<file path="config.mk">
export PLATFORM = sky130hd
export DESIGN_NAME = pipe_stage_skid
export DESIGN_NICKNAME = d
export VERILOG_FILES = /design/src/rtl/pipe_stage_skid.sv
export SDC_FILE = /design/constraint.sdc
export NUM_CORES = 1
export LEC_CHECK = 0
export ABC_AREA = 1
export CAP_MARGIN = 20
export CORE_MARGIN = 2
export CORE_UTILIZATION = 50
export CTS_CLUSTER_DIAMETER = 40
export DETAILED_ROUTE_END_ITERATION = 7
export PLACE_DENSITY = 0.91
export SLEW_MARGIN = 20
export SYNTH_ARGS = -nofsm -noshare
export SYNTH_HDL_FRONTEND = slang
export SYNTH_SLANG_ARGS = --single-unit
</file>
<file path="constraint.sdc">
create_clock -name CLK -period 10.95 [get_ports CLK]
set_clock_uncertainty 0.05 [all_clocks]
set_input_delay 2.19 -clock CLK [delete_from_list [all_inputs] [get_ports CLK]]
set_output_delay 2.19 -clock CLK [all_outputs]
set_load 0.1 [all_outputs]
</file>
<file path="src/rtl/pipe_stage_skid.sv">
// pipe_stage_skid
//   Inter-stage pipeline register with valid/ready flow control and a 2-entry
//   skid buffer (main + skid). A control field is carried alongside the payload
//   and is forced to zero whenever its entry is empty or flushed; the payload is
//   never gated. in_ready_o comes straight from a flop, so a downstream stall
//   never forms a combinational path back to upstream.
//
// Ports
//   CLK          clock, all state updates on posedge
//   RST          asynchronous active-high reset
//   in_valid_i   upstream offers an entry
//   in_ready_o   stage can accept (= !skid_valid, registered)
//   in_ctrl_i    incoming control bits
//   in_data_i    incoming payload
//   flush_i      kill all held entries and the entry offered this cycle
//   out_valid_o  main entry valid
//   out_ready_i  downstream accepts the main entry
//   out_ctrl_o   main control bits, 0 when empty
//   out_data_o   main payload, holds its last value when empty
//   occ_o        number of held entries, 0..2
//
// Handshake: a transfer happens on a posedge where valid and ready are both 1
// on that interface. Upstream: acc = in_valid_i & in_ready_o & !flush_i.
// Downstream: pop = out_valid_o & out_ready_i. Valid must stay asserted with
// stable data until the transfer; ready may change freely.

module pipe_stage_skid #(
  parameter int unsigned              CTRL_W     = 4,
  parameter int unsigned              DATA_W     = 64,
  parameter logic [DATA_W-1:0]        RESET_DATA = '0
) (
  input  logic              CLK,
  input  logic              RST,
  input  logic              in_valid_i,
  output logic              in_ready_o,
  input  logic [CTRL_W-1:0] in_ctrl_i,
  input  logic [DATA_W-1:0] in_data_i,
  input  logic              flush_i,
  output logic              out_valid_o,
  input  logic              out_ready_i,
  output logic [CTRL_W-1:0] out_ctrl_o,
  output logic [DATA_W-1:0] out_data_o,
  output logic [1:0]        occ_o
);

  logic              main_valid;
  logic [CTRL_W-1:0] main_ctrl;
  logic [DATA_W-1:0] main_data;
  logic              skid_valid;
  logic [CTRL_W-1:0] skid_ctrl;
  logic [DATA_W-1:0] skid_data;

  logic acc;
  logic pop;

  assign in_ready_o  = ~skid_valid;
  assign out_valid_o = main_valid;
  assign out_ctrl_o  = main_ctrl & {CTRL_W{main_valid}};
  assign out_data_o  = main_data;
  assign occ_o       = {1'b0, main_valid} + {1'b0, skid_valid};

  assign acc = in_valid_i & in_ready_o & ~flush_i;
  assign pop = main_valid & out_ready_i;

  // The skid entry is only ever filled while main is valid and not popping,
  // so skid_valid implies main_valid and FIFO order is main first, then skid.
  always_ff @(posedge CLK or posedge RST) begin
    if (RST) begin
      main_valid <= 1'b0;
      main_ctrl  <= '0;
      main_data  <= RESET_DATA;
      skid_valid <= 1'b0;
      skid_ctrl  <= '0;
      skid_data  <= RESET_DATA;
    end else if (flush_i) begin
      // Payloads hold; only the valid and control bits are killed.
      main_valid <= 1'b0;
      main_ctrl  <= '0;
      skid_valid <= 1'b0;
      skid_ctrl  <= '0;
    end else if (skid_valid) begin
      // in_ready_o is low here, so nothing new can arrive this cycle.
      if (pop) begin
        main_valid <= 1'b1;
        main_ctrl  <= skid_ctrl;
        main_data  <= skid_data;
        skid_valid <= 1'b0;
        skid_ctrl  <= '0;
      end
    end else if (!main_valid || pop) begin
      if (acc) begin
        main_valid <= 1'b1;
        main_ctrl  <= in_ctrl_i;
        main_data  <= in_data_i;
      end else begin
        main_valid <= 1'b0;
        main_ctrl  <= '0;
      end
    end else if (acc) begin
      // Main is stalled: park the accepted entry in the skid slot.
      skid_valid <= 1'b1;
      skid_ctrl  <= in_ctrl_i;
      skid_data  <= in_data_i;
    end
  end

endmodule

</file>
==> results of run 1 <==
[sequential cells by signal (all words and copies together), names as in the netlist]
| register | flops |
|---|---|
| skid_data | 64 |
| out_data_o | 64 |
| out_valid_o | 1 |
| skid_valid | 1 |
| skid_ctrl | 4 |
| main_ctrl | 4 |
[metal layers]
metal,vias up,GRT usage [%]
li1,2666,-
met1,2582,30.5
met2,188,37.4
met3,29,4.67
met4,0,8.31
met5,-,0
[cells in the final DEF, fill, tap and decap left out, types with 2 or more instances in the layout]
cell type and n:
buf_4 4, bufinv_16 4, clkbuf_1 3, clkbuf_16 17
clkbuf_8 2, clkdlybuf4s50_1 144, clkinv_2 2, clkinv_4 3
dfrtp_1 137, inv_1 72, inv_6 2, nand2_1 291
nand3_1 72, nand4_1 4, nor2_1 3, o21ai_0 113
o21ai_1 10, o21ai_2 6
[area by class of cell]
type / instances / area (sq um)
Clock buffer: 22 / 464
Clock inverter: 10 / 165
Fill cell: 1004 / 4190
Inverter: 74 / 283
Multi-Input combinational cell: 507 / 2260
Sequential cell: 138 / 3460
Tap cell: 172 / 215
Timing Repair Buffer: 149 / 1480
[how the worst max path moves through the flow]
stage | to | slack [ns] | start
6_report | occ_o[0] | 6.30 | skid_valid
5_1_grt | occ_o[0] | 6.26 | skid_valid
4_1_cts | occ_o[0] | 6.28 | skid_valid
3_5_place_dp | out_data_o[46] | 6.19 | in_valid_i
3_3_place_gp | out_data_o[43] | 5.88 | in_valid_i
2_1_floorplan | main_ctrl[0] | 5.01 | RST
[worst max-delay path: cells and delay by family, from the launching register on]
| family | cells | cell delay (ns) |
|---|---|---|
| adders and majority gates | 1 | 0.30 |
| buffers and inverters | 1 | 1.12 |
| DFF | 1 | 0.57 |
[report_power, final]
part / switching, mW / internal, mW
clock network: 0.212 / 0.395
registers: 0.0618 / 0.615
logic: 0.450 / 0.147
total: 0.725 / 1.16
[through the flow]
stage                     util (%)  cells
after floorplan                  -    771
after global placement        61.4   1040
after detailed placement      61.5   1040
after CTS                     66.5   1072
after global routing          66.5   1072
final                         66.5   1072
[cell families (layout without fill, tap and decap cells)]
family	count (synthesis)	after routing	synth area share [%]
flip-flops	138	138	54.3
adder cells (fa/ha/maj)	1	1	0.197
AO/OA/AOI/OAI	132	132	10.8
buffers and inverters	126	255	10.4
AND/OR/NAND/NOR	374	374	24.3
==> results.py, run 1 <==
metrics = {
    "outcome": {
        "status": "complete, no violations",
    },
    "routing": {
        "drtIter0Drc": 510,
        "drc": 0,
        "met3_length_um": 759,
        "first_pass_iters": 6,
        "wl_um": 15100,
        "wl_met2_um": 7550,
        "wl_met1_um": 6460,
        "wl_per_cell_um": 14.1,
        "vias": 5465,
        "via_per_inst": 5.10,
        "antenna_left": 0,
        "routed.top_layer": "met4",
    },
    "timing": {
        "clock.fmax_mhz": 215,
        "worst_pin_slew_ns": 1.07,
        "post-route-period-util_pct": 42.4,
        "period_minus_slack_ns": 4.65,
        "finalHoldViolations": 0,
        "slew_headroom_pct": 28.5,
        "setup_viol": 0,
        "fin_ws_ns": 6.30,
        "maxSlewViolCount": 0,
        "fin_setup_tns_ns": 0,
        "rsz0062_at_grt": "false",
        "hold_slack_ns": 0.421,
    },
    "logic_synthesis": {
        "async_flop_share_pct": 100,
        "syn_inst": 771,
        "yosys-top-cells-count": "nand2_1, dfrtp_1, o21ai_0",
        "synth_top_area_share_pct": 54.3,
        "synth_area_leaders": "dfrtp_1, nand2_1, o21ai_0",
        "ys_types": 20,
        "syn_area_sq_um": 6350,
        "syn_area_per_cell_sq_um": 8.24,
        "synth_nets": 845,
        "synth_top_flop_cell": "dfrtp_1",
        "synth_edf_count": 0,
        "ys_seq_elements": 138,
        "seq_area_frac_synth_pct": 54.3,
        "yosys.area.top_type": "dfrtp_1",
        "synth.most_common_cell": "nand2_1",
        "yosys_warnings": 0,
    },
    "setup_path": {
        "worstPathArrival_ns": 2.41,
        "cp-end-kind": "output pin",
        "path_cells": "ha_1, clkdlybuf4s50_1",
        "cp-start-kind": "flip-flop",
        "slowest_delay_ns": 1.12,
        "critical_path.max_fanout": 16,
        "worstRegToRegCells": 5,
        "crit_path_top_delay_cell": "clkdlybuf4s50_1",
        "rrSetupSlack_ns": 8.51,
        "r2r_start": "skid_valid",
        "crit_required_ns": 8.71,
        "setup.worst_path.class": "flip-flop to output pin",
        "reg2reg_to": "out_data_o[13]",
    },
    "floorplanning": {
        "initial_core_util_pct": 50.8,
        "row_count": 41,
        "fp.coreArea_sq_um": 12500,
        "die_h_um": 117,
        "fp.dieW_um": 117,
        "num_io_pins": 145,
        "dieArea_sq_um": 13600,
    },
    "clock_tree": {
        "cts.sinks": 138,
        "insertion_delay_ns": 0.41,
        "path_clk_slew_ns": 0.06,
        "post_cts_resize_count": 0,
        "root_buffer": "clkbuf_16",
        "cts_buffers": 17,
        "cts_buffer_depth": 2,
        "htree_levels": 4,
        "cts_tree": "yes",
        "hold_buffers": 0,
        "postCtsSetupBuffers": 0,
    },
    "global_route": {
        "grt_pass1_vias": 5166,
        "grt_start_max_net_pins": 133,
        "overflow": 0,
        "antenna_found_initial": 0,
        "grt_usage_pct": 22.9,
        "grt_pass1_wl_um": 24500,
    },
    "placement": {
        "port-buffer-count": 144,
        "place_ws_ns": 6.19,
        "postPlaceCellArea_sq_um": 7690,
        "gp_congestion": 0.835,
        "hpwl_um": 9070,
    },
    "hold_path": {
        "hp-start": "out_data_o[8]",
        "whs_endpoint": "out_data_o[8]",
        "hold_class": "flip-flop to flip-flop",
        "hold_path_depth": 2,
    },
    "finish": {
        "diodes": 0,
        "area_delta_synth_final_pct": 31.0,
        "stdcell_area_sq_um": 8330,
        "fin_nets": 961,
        "drive_gt1_share_pct": 5.44,
    },
    "pwr": {
        "vdd_drop_max_v": 0.000104,
        "powerDensity_nw_per_um2": 226,
        "power_leakage_nw": 4.10,
        "p_total_mw": 1.88,
    },
    "flow_run": {
        "drv_cap": 0,
    },
}
No activity file was read; power rests on OpenSTA's default activity.
==> inputs of run 2 (changes only) <==
==> constraint.sdc (replaced) <==
create_clock -name CLK -period 4.4 [get_ports CLK]
set_clock_uncertainty 0.05 [all_clocks]
set_input_delay 0.88 -clock CLK [delete_from_list [all_inputs] [get_ports CLK]]
set_output_delay 0.88 -clock CLK [all_outputs]
set_load 0.1 [all_outputs]
==> results.py, run 2 (same netlist as run 1, synthesis figures left out) <==
metrics = {
    "placement": {
        "dp_cells": 1042,
        "gp_congestion": 0.795,
        "hpwl_um": 9200,
        "place_ws_ns": 1.27,
        "port-buffer-count": 144,
    },
    "clock_tree": {
        "cts_buffers": 17,
        "root_buffer": "clkbuf_16",
        "path_clk_slew_ns": 0.05,
        "postCtsSetupBuffers": 0,
        "hold_buffers": 0,
        "htree_levels": 4,
        "cts.sinks": 138,
        "insertion_delay_ns": 0.42,
        "cts_tree": "yes",
        "cts_buffer_depth": 2,
        "post_cts_resize_count": 0,
    },
    "routing": {
        "drc": 0,
        "wl_um": 14700,
        "wl_per_cell_um": 13.7,
        "first_pass_iters": 5,
        "antenna_left": 0,
        "vias": 5412,
        "drtIter0Drc": 461,
        "via_per_inst": 5.04,
    },
    "global_route": {
        "grt_busiest_layer": "met2",
        "use_met3_pct": 4.83,
        "grt_usage_pct": 22.2,
        "met2_usage_pct": 35.5,
        "antenna_found_initial": 0,
        "grtUsageMet1_pct": 29.5,
        "grt_pass1_vias": 4973,
        "grt_start_max_net_pins": 85,
        "overflow": 0,
        "grt_pass1_wl_um": 23500,
    },
    "pwr": {
        "power_leakage_nw": 4.12,
        "powerDensity_nw_per_um2": 558,
        "vdd_drop_max_v": 0.000304,
        "p_total_mw": 4.65,
    },
    "timing": {
        "finalHoldViolations": 0,
        "fin_setup_tns_ns": 0,
        "fin_ws_ns": 1.05,
        "post-route-period-util_pct": 76.1,
        "setup_viol": 0,
        "slew_headroom_pct": 32.2,
        "clock.fmax_mhz": 299,
        "worst_pin_slew_ns": 1.01,
        "maxSlewViolCount": 0,
        "rsz0062_at_grt": "false",
        "period_minus_slack_ns": 3.35,
    },
    "setup_path": {
        "critical_path.max_fanout": 64,
        "crit_path_top_delay_cell": "clkdlybuf4s50_1",
        "setup.worst_path.class": "flip-flop to output pin",
        "crit_start": "skid_valid",
        "slowest_delay_ns": 1.14,
        "worstPathArrival_ns": 2.42,
        "cp-end-kind": "output pin",
        "crit_required_ns": 3.47,
        "path_cells": "inv_1, clkdlybuf4s50_1",
        "r2r_start": "skid_valid",
        "cp-start-kind": "flip-flop",
    },
    "flow_run": {
        "drv_cap": 0,
    },
    "finish": {
        "diodes": 0,
        "area_delta_synth_final_pct": 31.4,
        "layout_common_cells": "nand2_1, clkdlybuf4s50_1, dfrtp_1",
        "fin_cells": 1074,
        "mostFrequentLayoutCell": "nand2_1",
        "drive_gt1_share_pct": 5.99,
        "fin_nets": 963,
        "utilization_pct": 66.7,
    },
    "floorplanning": {
        "num_io_pins": 145,
        "die_h_um": 117,
        "initial_core_util_pct": 50.8,
        "fp.dieW_um": 117,
        "dieArea_sq_um": 13600,
        "row_count": 41,
        "fp.coreArea_sq_um": 12500,
    },
    "hold_path": {
        "hp-start": "out_data_o[5]",
        "hold_class": "flip-flop to flip-flop",
    },
    "outcome": {
        "status": "complete, no violations",
    },
}
-- run 2: cell types whose count changed in the layout (fill, tap and decap cells not counted), sizes merged --
cell | previous run | this run
inv | 75 | 73
clkdlybuf4s50 | 144 | 142
buf | 5 | 9
clkinvlp | 0 | 1
clkinv | 5 | 4
bufinv | 4 | 3
clkbuf | 22 | 25
-- run 2: metal layers --
metal | vias up | wire (um)
met5 | - | 0
met4 | 0 | 282
met3 | 22 | 696
met2 | 165 | 7350
met1 | 2563 | 6390
li1 | 2662 | -
-- run 2: critical path, delay by kind of cell (launching register included) --
kind,cells,cell delay [ns]
buf+inv,2,1.27
flops,1,0.72
-- run 2: area by class of cell --
class,instances,area (sq um)
clock buffer,25,515
clock inverter,7,110
fill,988,4170
inverter,74,282
multi-input combinational,507,2250
sequential,138,3460
tap,172,215
timing repair buffer,151,1510
-- run 2: per-stage QoR --
stage / cell area, sq um / hold slack, ns
after floorplan: 6360 / 0.399
after global placement: 7720 / 0.406
after detailed placement: 7720 / 0.410
after CTS: 8350 / 0.423
after global routing: 8350 / 0.436
final: 8350 / 0.420
-- run 2: worst paths after layout --
check	to	slack [ns]	cells after the start
max	in_ready_o	1.05	2
min	out_data_o[5]	0.42	2
max reg2reg	skid_data[2]	1.94	5
min reg2reg	out_data_o[5]	0.42	2
max in group asynchronous	skid_data[46]	2.80	3
min in group asynchronous	out_data_o[31]	0.70	2
-- run 2: report_power, final --
| part | total (mW) | internal (mW) | leakage, nW | switching [mW] |
|---|---|---|---|---|
| clock network | 1.49 | 0.978 | 0.313 | 0.511 |
| registers | 1.69 | 1.53 | 1.74 | 0.155 |
| logic | 1.48 | 0.368 | 2.06 | 1.11 |
